**config.mk**
```make
export PLATFORM = sky130hd
export DESIGN_NAME = muldiv_unit
export DESIGN_NICKNAME = d
export VERILOG_FILES = /design/src/rtl/muldiv_unit.sv
export SDC_FILE = /design/constraint.sdc
export NUM_CORES = 1
export LEC_CHECK = 0
export BUFFER_PORTS_ARGS = -buffer_cell sky130_fd_sc_hd__buf_2
export CORE_AREA = 4 4 212 214
export DETAILED_ROUTE_END_ITERATION = 6
export DIE_AREA = 0 0 216 218
export PLACE_DENSITY = 0.73
export SLEW_MARGIN = 10
export SYNTH_ARGS = -nofsm -noshare
export SYNTH_HDL_FRONTEND = slang
export SYNTH_SLANG_ARGS = --single-unit
```
**constraint.sdc**
```tcl
create_clock -name clk -period 3.3 [get_ports clk]
set_input_delay 0.495 -clock clk [delete_from_list [all_inputs] [get_ports clk]]
set_output_delay 0.495 -clock clk [all_outputs]
set_load 0.1 [all_outputs]
```
**src/rtl/muldiv_unit.sv**
```systemverilog
// muldiv_unit: iterative 32-cycle mult/multu/div/divu with the HI/LO registers.
// Optional MULDIV_EARLY_OUT_EN ends MUL as soon as the remaining multiplier bits are zero.
module muldiv_unit #(
  parameter int WIDTH = 32,
  parameter int CNT_W = 6
) (
  input  logic             clk,
  input  logic             rst_n,
  input  logic             start,
  input  logic [1:0]       op,
  input  logic [WIDTH-1:0] a,
  input  logic [WIDTH-1:0] b,
  input  logic             hi_we,
  input  logic             lo_we,
  input  logic [WIDTH-1:0] wdata,
  output logic             busy,
  output logic             done,
  output logic             div_by_zero,
  output logic [WIDTH-1:0] hi,
  output logic [WIDTH-1:0] lo
);
  typedef enum logic [1:0] {IDLE, MUL, DIV, FIX} state_t;
  state_t state, next;
  logic [CNT_W-1:0] cnt;
  logic [2*WIDTH-1:0] acc, mcand;
  logic [WIDTH-1:0] mplier, rem, abs_a, abs_b;
  logic [WIDTH:0] rshift, diff;
  logic neg_res, neg_rem, is_div, last, dbz_start;
  assign abs_a = (!op[0] && a[WIDTH-1]) ? -a : a;
  assign abs_b = (!op[0] && b[WIDTH-1]) ? -b : b;
  assign dbz_start = start && op[1] && b == '0;
  // mplier doubles as the dividend/quotient shift register during DIV
  assign rshift = {rem, mplier[WIDTH-1]};
  assign diff = rshift - {1'b0, mcand[WIDTH-1:0]};
  assign busy = state != IDLE;
`ifdef MULDIV_EARLY_OUT_EN
  assign last = (state == MUL) ? mplier[WIDTH-1:1] == '0 : cnt == CNT_W'(WIDTH-1);
`else
  assign last = cnt == CNT_W'(WIDTH-1);
`endif
  always_comb begin
    next = state;
    case (state)
      IDLE: if (start && !dbz_start) next = op[1] ? DIV : MUL;
      MUL, DIV: if (last) next = FIX;
      default: next = IDLE;
    endcase
  end
  always_ff @(posedge clk or negedge rst_n)
    if (!rst_n) state <= IDLE;
    else state <= next;
  always_ff @(posedge clk or negedge rst_n) begin
    if (!rst_n) begin
      cnt <= '0;
      acc <= '0;
      mcand <= '0;
      mplier <= '0;
      rem <= '0;
      neg_res <= 1'b0;
      neg_rem <= 1'b0;
      is_div <= 1'b0;
      done <= 1'b0;
      div_by_zero <= 1'b0;
      hi <= '0;
      lo <= '0;
    end else begin
      done <= 1'b0;
      case (state)
        IDLE: if (start) begin
          div_by_zero <= dbz_start;
          done <= dbz_start;
          cnt <= '0;
          acc <= '0;
          rem <= '0;
          mcand <= {{WIDTH{1'b0}}, op[1] ? abs_b : abs_a};
          mplier <= op[1] ? abs_a : abs_b;
          neg_res <= !op[0] && (a[WIDTH-1] ^ b[WIDTH-1]);
          neg_rem <= !op[0] && a[WIDTH-1];
          is_div <= op[1];
        end else begin
          if (hi_we) hi <= wdata;
          if (lo_we) lo <= wdata;
        end
        MUL: begin
          acc <= mplier[0] ? acc + mcand : acc;
          mcand <= mcand << 1;
          mplier <= mplier >> 1;
          cnt <= cnt + CNT_W'(1);
        end
        DIV: begin
          rem <= diff[WIDTH] ? rshift[WIDTH-1:0] : diff[WIDTH-1:0];
          mplier <= {mplier[WIDTH-2:0], ~diff[WIDTH]};
          cnt <= cnt + CNT_W'(1);
        end
        FIX: begin
          done <= 1'b1;
          if (is_div) begin
            lo <= neg_res ? -mplier : mplier;
            hi <= neg_rem ? -rem : rem;
          end else begin
            {hi, lo} <= neg_res ? -acc : acc;
          end
        end
        default: ;
      endcase
    end
  end
endmodule

```
# Yosys cells after proc, flatten, opt, wreduce, memory -nomap -nowiden
# Index checks and enable logic that the tools add are counted.
# op_classes
n_addsub	8
order_cmp	0
shifts	0
n_div	0
n_reduce_logical	26
n_bitwise	2
n_mux	33
mul	0
eq_ne	11
# ops
cell	count
32-bit 2-to-1 mux	15
64-bit 2-to-1 mux	4
64-bit one-hot mux with 2 select lines	2
32-bit one-hot mux with 2 select lines	3
32-bit negation	4
32-bit one-hot mux with 3 select lines	1
64-bit adder	1
64-bit negation	1
33-bit by 32-bit subtractor with 33-bit output	1
32-bit logical NOT	1
2-bit inequality test, second input constant	6
6-bit one-hot mux with 2 select lines	1
2-bit AND reduction	6
2-bit nonzero test	5
3-bit AND reduction	3
6-bit by 1-bit adder with 6-bit output, second input constant	1
6-bit by 5-bit == test with 1-bit output, second input constant	1
1-bit logical AND	6
2-bit 2-to-1 mux	3
6-bit 2-to-1 mux	1
2-bit == test, second input constant	2
2-bit one-hot mux with 2 select lines	1
3-bit nonzero test	1
2-bit by 1-bit == test with 1-bit output, second input constant	1
other kinds (8)	9
# totals
latchBits	0
mem_bits_rw	0
in_bits	103
out_inout_bits	67
romBits	0
register_bits	269
wordCells	93
memories	0

# Longest topological paths before layout
# Gate-level depths: netlist (run 1).
# depth
ltp_word	6
ltp_mapped	15
ltp_nobuf	13

# Worst setup path before layout (run 1)
# Ideal clock, no wire load.
# synth_path
path_type	reg-to-reg
from	register acc[20]
to	register hi[21]
required_time_ps	3174
path_slack_ps	-111
path_stages_with_launch	13
setup_ps	126
n_path_buf	2
arrival_time_ps	3285
synth_period_minus_slack_ps	3411
cell_sequence	dfrtp_1 > or4_4 > or4_4 > or4_4 > buf_6 > nand4bb_1 > buf_6 > nor4_4 > inv_2 > o31ai_4 > xor2_1 > o21ai_1 > a221o_1
# synth_via
elab_chain_len	4
# synth_lines
element	line_no	text
start: declaration	25	logic [2*WIDTH-1:0] acc, mcand;
start signal: assignment	85	acc <= mplier[0] ? acc + mcand : acc;
64-bit negation	101	{hi, lo} <= neg_res ? -acc : acc;
64-bit 2-to-1 mux	101	
32-bit 2-to-1 mux	97	if (is_div) begin
32-bit one-hot mux with 2 select lines	68	case (state)
end signal: assignment	81	if (hi_we) hi <= wdata;
end signal: assignment	99	hi <= neg_rem ? -rem : rem;
end signal: assignment	101	
end: declaration	19	output logic [WIDTH-1:0] hi,
# Every way passes these cells.
# A chain may end at the register's enable or synchronous reset.

# Final worst setup path (run 1)
# layout_path
from	register acc[21]
to	register hi[7]
# Same word-level chain as after synthesis.

==> metrics.md, run 1 <==
| Metric | Value |
|---|---|
| Outcome | finished with violations |
| Failing checks | setup timing |
| HPWL Detailed | 66100 µm |
| Clk pin slew, worst setup/hold paths | about 60 ps |
| Post-route cell area | around 27000 µm² |
| Clock power frac | 0.147 |
| Synthesis-to-layout area growth | 23.7% |
| CP max FO | 6 |
| Ys flop type | dfrtp_1 |
| Worst slew margin | 0.254 |
| RSZ-0062 raised after global routing | yes |
| Sw power | 0.0149 W |
| Io pins | 170 |
| Worst-skew pair later-pin latency | approximately 550 ps |
| Switch share | 0.535 |
| WL/cell | roughly 23 µm |
| Final Setup Violations | 2 |
| Fillers | 3746 |
| CTS Buffer Depth | 3 |
| YS warnings | 0 |
| CP bufs+invs | 1 |
| Cell row count | 76 |
| Max rail drop VDD | 0.000818 V |
| Vias per cell | 6.32 |
| Fin util | 0.641 |
| Post-synthesis mux area share | 0.0136 |
| Max-slew violations | 0 |
| Cell Pwr Density | about 1000 nW/µm² |
| Compound-Gate Fraction of Synth Area | 0.281 |
| Final Net Count | about 3400 |
| Layout cell share with drive strength beyond 1 | 0.214 |
| Synthesized area | around 22000 µm² |
| First-pass GRT wire length | between 100000 and 150000 µm |
| Worst-Margin Slew | 1110 ps |
| Power share of the combinational group | 0.652 |
| Final Total Pwr | about 0.028 W |
| CP endpoint kind | flip-flop |
| Post-Synth Simple-Gate Area | 0.190 |
| Final Critical Period | between 3000 and 4000 ps |
| Crit-path leading delay family | simple AND/OR/NAND/NOR gates |
| Synth Register Bits | between 200 and 300 |
| Hold WS | around 260 ps |
| Crit-path slowest cell | or4_4 |
| Number of synthesized flops with an enable pin | 0 |
| Distinct cells, synth | 78 |
| Final worst-path cycle share | 1.01 |
| Layout Skew | about 27 ps |
| Drt first pass iters | 6 |
| DRT Wirelength | 84700 µm |
| FMAX | about 0.3 GHz |
| Hold Path Class | input pin to flip-flop |
| Total gr overflow | 0 |
| Pint | between 0.01 and 0.015 W |
| GRT Total Usage | 0.347 |
| Seq pwr share | 0.201 |
| Max Cap Violations | 0 |
| Main combinational cell family by area after synthesis | compound AO/OA/AOI/OAI gates |
| Vias in the first global route | roughly 22000 |
| Critical Path AT | roughly 3700 ps |
| Pin count of the biggest net entering global routing | just over 80 |
| Seq/Total Area, Yosys | 0.303 |
| Clock Sinks | approximately 270 |
| Die Footprint | about 47000 µm² |
| LEAKAGE | roughly 12 nW |
| Final WS setup | -30.2 ps |
| Residual DRC count | 0 |
| Initial antenna violation count | 0 |
| Async SR Flop Fraction | 1.00 |
| Crit-path most repeated cell | or4_4 |
| Area of placed instances | roughly 25000 µm² |
| Avg Inst Size Synth | a little under 8 µm² |
| Clock tree root driver cell | clkbuf_16 |
| Worst Path Class, Setup | flip-flop to flip-flop |
| Core ar. | ~43000 µm² |
| Crit path cell chain | or4_4 > or4_4 > or4_4 > buf_4 > or2b_2 > o41ai_1 > xnor2_1 > o211ai_1 > a31oi_1 |
| Drt initial violations | between 2000 and 3000 |
| Commonest non-fill, non-tap cell in the layout | nand2_1 |
| # diodes | 0 |
| Fin. Hold Viols | 0 |
| Worst path max stage delay | around 550 ps |
| Post-synthesis cell count | 2794 |
| H-tree Lvls | 2 |
| Die width | between 200 and 250 µm |
| Gpl congestion | roughly 1.0 |
| Die H | 218 µm |
| Startpoint types | flip-flop |
| Commonest non-fill, non-tap cells in the layout | nand2_1 (395), buf_4 (312), dfrtp_1 (264), nor2_1 (208), o21ai_0 (194) |
| Routed vias | 23700 |
| Post-Synth Adder-Cell Area | 0.0615 |
| Number of I/O port buffers | about 170 |
| CTS tree | built |
| Remaining antenna violation count | 0 |
| Post-Synth XOR/XNOR Area | 0.101 |
| Syn_nets | between 3000 and 4000 |
| Starting Density | 0.518 |
| CP required | roughly 3700 ps |
| TritonCTS Buffers | 34 |
## worst register-to-register path, cell delays in order, from the launching register on
cell      delay, ps
dfrtp_1         370
or4_4           540
or4_4           440
or4_4           550
buf_4           180
or2b_2          320
o41ai_1         320
xnor2_1         110
o211ai_1        260
a31oi_1         120
## cell usage after synthesis, types with 6 or more instances
cell type,instances,area [µm²]
o31ai_1,64,480
nor2_1,210,788
a21o_1,57,428
nor4_1,28,175
nand3b_1,6,45.0
a31oi_1,64,400
o21bai_1,17,128
and2_1,25,156
a211oi_1,52,390
o21ai_1,7,35.0
o221ai_1,8,70.1
a21oi_1,200,1000
nand4_1,40,250
o311ai_0,7,61.3
or2_2,6,37.5
or3_1,24,150
nand2b_1,25,156
o211ai_1,75,563
o21ai_0,217,1090
ha_1,106,1330
and3_1,15,93.8
mux2i_1,28,280
or4_1,22,165
buf_1,9,33.8
xor2_1,106,928
a32o_1,9,90.1
nor2b_1,13,81.3
inv_1,83,312
nor3_1,36,180
o21a_1,17,128
a221oi_1,10,87.6
o41ai_1,24,210
dfrtp_1,269,6730
xnor2_1,151,1320
nand3_1,47,235
a22o_1,48,420
a221o_1,25,250
clkbuf_1,165,619
nand2_1,395,1480
## routing by layer
| metal | wire (µm) | up-vias | global-route usage |
|---|---|---|---|
| li1 | - | 10900 | - |
| met1 | 37800 | 11500 | 0.511 |
| met2 | 36200 | 1130 | 0.522 |
| met3 | 8240 | 147 | 0.0665 |
| met4 | 2540 | 0 | 0.0977 |
| met5 | 0 | - | 0 |
## worst paths after layout
path                                            to  slack, ps  cells after the start               startpoint
hold reg to reg            div_by_zero$_DFFE_PN0P_        480                      2  div_by_zero$_DFFE_PN0P_
min in group asynchronous      neg_rem$_DFFE_PN0P_        500                      2                    rst_n
max in group asynchronous       hi[13]$_DFFE_PN0P_       1980                      3                    rst_n
setup / recovery                 hi[7]$_DFFE_PN0P_        -30                      9      acc[21]$_DFFE_PN0P_
setup reg to reg                 hi[7]$_DFFE_PN0P_        -30                      9      acc[21]$_DFFE_PN0P_
hold / removal                 neg_res$_DFFE_PN0P_        260                      2                    op[0]
## power groups by stage
| stage | clock, W | sequential (W) | combinational [W] |
|---|---|---|---|
| final | 0.00410 | 0.00559 | 0.0182 |
| after global routing | 0.00428 | 0.00570 | 0.0194 |
| after CTS | 0.00414 | 0.00550 | 0.0173 |
| after detailed placement | 0 | 0.00555 | 0.0169 |
| after global placement | 0 | 0.00549 | 0.0167 |
| after floorplan | 0 | 0.00789 | 0.00884 |
## registers in the layout, indices dropped and copies added (netlist names)
| signal | flops |
|---|---|
| acc | 64 |
| neg_res | 1 |
| div_by_zero | 1 |
| state | 2 |
| done | 1 |
| is_div | 1 |
| mplier | 32 |
| mcand | 64 |
| lo | 32 |
| rem | 32 |
| hi | 32 |
| cnt | 6 |
| neg_rem | 1 |
## cell families (layout without fill, tap and decap cells)
kind of cell               after synthesis  in the layout
AOI/OAI and AO/OA                      946            946
xor gates and xnor gates               257            257
DFF                                    269            269
muxes                                   29             29
buffers and inverters                  270            639
and+or+nand+nor                        915            915
adders and majority gates              108            108
## stage by stage
stage,setup TNS [ps],cells,worst slack [ps]
2_1_floorplan,-160,2794,-95.9
3_3_place_gp,-6540,3665,-198
4_1_cts,-160,3738,-93.8
3_5_place_dp,-8070,3665,-399
5_1_grt,-893,3748,-136
6_report,-43.1,3748,-30.2
## cell type report
class	count	area, µm²	share of cell area
flip-flops and latches	269	6740	0.245
inverters	87	327	0.0119
repair buffers	492	3380	0.123
well taps	585	732	0.0266
clock buffers	45	1010	0.0366
clock inverters	15	218	0.00792
multi-input cells	2255	15100	0.549
## timing repair
action / 4_1_cts / 5_1_grt
cloned: 0 / 0
pin swaps: 21 / 37
resized for setup: 46 / 104
endpoints found under the hold margin: 56 / 0
endpoints found under the setup margin: 63 / 76
setup buffers: 12 / 11
hold buffers: 1 / 0
(Power assumes the default switching activity.)
==> run 2, diff against run 1 <==
- CORE_AREA: 4 4 212 214 -> 3 3 211 213
- DIE_AREA: 0 0 216 218 -> 0 0 214 216
- PLACE_DENSITY: 0.73 -> 0.77
==> metrics.md, run 2 (synthesized netlist as in run 1, its figures left out) <==
| Metric | Value |
|---|---|
| CP max FO | 3 (was 6) |
| CP required | 3750 ps (was 3700 ps) |
| Drt first pass iters | 7 (was 6) |
| Io pins | 170 (unchanged) |
| Clock power frac | 0.126 (was 0.147) |
| CTS Buffer Depth | 3 (unchanged) |
| Final Net Count | 3331 (was 3350) |
| Synthesis-to-layout area growth | 22.1% (was 23.7%) |
| Gpl congestion | 0.999 (was 1.02) |
| Clk pin slew, worst setup/hold paths | 70 ps (was 60 ps) |
| Commonest non-fill, non-tap cells in the layout | nand2_1 (395), buf_4 (293), dfrtp_1 (265), nor2_1 (207), o21ai_0 (197) (was nand2_1 (395), buf_4 (312), dfrtp_1 (264), nor2_1 (208), o21ai_0 (194)) |
| Startpoint types | flip-flop (unchanged) |
| Worst path max stage delay | 530 ps (was 550 ps) |
| WL/cell | 22.4 µm (was 22.6 µm) |
| Clock Sinks | 269 (unchanged) |
| Placed insts | 3647 (was 3665) |
| Total gr overflow | 0 (unchanged) |
| TritonCTS Buffers | 30 (was 34) |
| Vias per cell | 6.37 (was 6.32) |
| Fin cells | 3728 (was 3748) |
| Seq pwr share | 0.204 (was 0.201) |
| H-tree Lvls | 1 (was 2) |
| Worst reg-to-reg path cell count | 12 (was 9) |
| Remaining antenna violation count | 0 (unchanged) |
| Max Cap Violations | 0 (unchanged) |
| Pint | 0.0123 W (was 0.0130 W) |
| RSZ-0062 raised after global routing | yes (unchanged) |
| Power share of the combinational group | 0.670 (was 0.652) |
| Starting Density | 0.518 (unchanged) |
| Top Registers | acc x64, mcand x64 (unchanged) |
| Max rail drop VDD | 0.00114 V (was 0.000818 V) |
| Worst slew margin | 0.233 (was 0.254) |
| Residual DRC count | 1 (was 0) |
| Layout Skew | 18.0 ps (was 27.3 ps) |
| CTS tree | built (unchanged) |
| Final WS setup | -99.1 ps (was -30.2 ps) |
| Crit-path most repeated cell | or4_4 (unchanged) |
| LEAKAGE | 12.0 nW (was 12.2 nW) |
| Hold depth | 2 (unchanged) |
| Failing checks | DRC, setup timing (was setup timing) |
| Sw power | 0.0148 W (was 0.0149 W) |
| Die Footprint | 46200 µm² (was 47100 µm²) |
| Worst Path Class, Setup | flip-flop to flip-flop (unchanged) |
| GRT Total Usage | 0.344 (was 0.347) |
| Critical Path AT | 3850 ps (was 3730 ps) |
| DRT Wirelength | 83500 µm (was 84700 µm) |
| Crit-path slowest cell | or4_4 (unchanged) |
| Cell Pwr Density | 1000 nW/µm² (was 1010 nW/µm²) |
| Crit path cell chain | or4_4 > or4_4 > buf_6 > nor4_4 > buf_4 > nand4b_1 > nor4_2 > inv_1 > o31ai_2 > xnor2_1 > o211ai_1 > a31oi_1 (was or4_4 > or4_4 > or4_4 > buf_4 > or2b_2 > o41ai_1 > xnor2_1 > o211ai_1 > a31oi_1) |
| Clock tree root driver cell | clkbuf_16 (unchanged) |
| Layout cell share with drive strength beyond 1 | 0.206 (was 0.214) |
| First-pass GRT wire length | 128000 µm (was 130000 µm) |
| Worst-Margin Slew | 1150 ps (was 1110 ps) |
| Hold Path Class | input pin to flip-flop (unchanged) |
| FMAX | 0.294 GHz (was 0.300 GHz) |
| Core ar. | 42900 µm² (unchanged) |
| Max-slew violations | 0 (unchanged) |
| HPWL Detailed | 64800 µm (was 66100 µm) |
| Outcome | finished with violations (unchanged) |
| Final Setup Violations | 4 (was 2) |
| Switch share | 0.546 (was 0.535) |
| Initial antenna violation count | 3 (was 0) |
| Cell row count | 76 (unchanged) |
| Die H | 216 µm (was 218 µm) |
| Commonest non-fill, non-tap cell in the layout | nand2_1 (unchanged) |
| Drt initial violations | 2829 (was 2690) |
| Number of I/O port buffers | 169 (unchanged) |
| Final Critical Period | 3400 ps (was 3330 ps) |
| CP endpoint kind | flip-flop (unchanged) |
| Hold WS | 214 ps (was 258 ps) |
| Vias in the first global route | 22000 (was 22100) |
| Worst-skew pair later-pin latency | 590 ps (was 550 ps) |
| Fin. Hold Viols | 0 (unchanged) |
| Pin count of the biggest net entering global routing | 79 (was 82) |
| Final worst-path cycle share | 1.03 (was 1.01) |
| Final Total Pwr | 0.0271 W (was 0.0278 W) |
| Die width | 214 µm (was 216 µm) |
| Setup TNS | -173 ps (was -43.1 ps) |
| Routed vias | 23700 (about the same) |
==> run 2: cell count changes in the layout (fill, tap and decap cells not counted), moves of 3 or more <==
cell and delta:
inv_2 -3, o21ai_0 +3, ha_1 +3, buf_4 -19, a211oi_2 +3, and2_4 +3
bufinv_16 -3, ha_4 -3, o21ai_1 -3, clkbuf_1 +4, clkbuf_16 -5
==> run 2: timing repair <==
action | in CTS | in global routing
buffers inserted | 8 | 15
gates resized for setup | 33 | 112
hold buffers | 1 | 0
gates cloned | 0 | 3
endpoints found under the setup margin | 61 | 72
endpoints found under the hold margin | 65 | 0
pin swaps | 9 | 36
==> run 2: power groups by stage <==
stage | Clock, W | Sequential (W) | Combinational (W)
6_report | 0.00341 | 0.00553 | 0.0182
5_1_grt | 0.00356 | 0.00563 | 0.0194
4_1_cts | 0.00343 | 0.00546 | 0.0172
3_5_place_dp | 0 | 0.00551 | 0.0170
3_3_place_gp | 0 | 0.00546 | 0.0167
2_1_floorplan | 0 | 0.00789 | 0.00884
==> run 2: critical path: cells and delay by family (launching register included) <==
family,cells,cell delay (ps)
AOI/OAI and AO/OA,3,660
xor gates and xnor gates,1,100
buffers and inverters,3,450
DFF,1,390
and+or+nand+nor,5,1650
==> run 2: final timing paths <==
check                                         to                start  slack (ps)
setup / recovery              hi[18]$_DFFE_PN0P_  acc[21]$_DFFE_PN0P_        -100
hold / removal               neg_res$_DFFE_PN0P_                op[0]         210
setup reg to reg              hi[18]$_DFFE_PN0P_  acc[21]$_DFFE_PN0P_        -100
hold reg to reg               lo[30]$_DFFE_PN0P_   lo[30]$_DFFE_PN0P_         480
max in group asynchronous    acc[28]$_DFFE_PN0P_                rst_n        1940
min in group asynchronous  mcand[59]$_DFFE_PN0P_                rst_n         490
==> run 2: layout make-up <==
class,count,area (µm²)
Antenna cell,1,2.50
Clock buffer,41,843
Clock inverter,13,131
Fill cell,3683,15800
Inverter,87,330
Multi-Input combinational cell,2257,15000
Sequential cell,269,6740
Tap cell,585,732
Timing Repair Buffer,475,3280
==> run 2: metrics by stage <==
stage | utilization | worst slack [ps] | instance area, µm²
after floorplan | - | -95.9 | 22200
after global placement | 0.590 | -325 | 25300
after detailed placement | 0.590 | -414 | 25300
after CTS | 0.617 | -12.5 | 26500
after global routing | 0.632 | -202 | 27100
final | 0.632 | -99.1 | 27100
==> run 2: metal layers <==
metal	wire length, µm	global-route usage	vias to the layer above
li1	-	-	10900
met1	36000	0.500	11400
met2	35700	0.520	1258
met3	8750	0.0667	173
met4	3010	0.107	0
met5	0	0	-
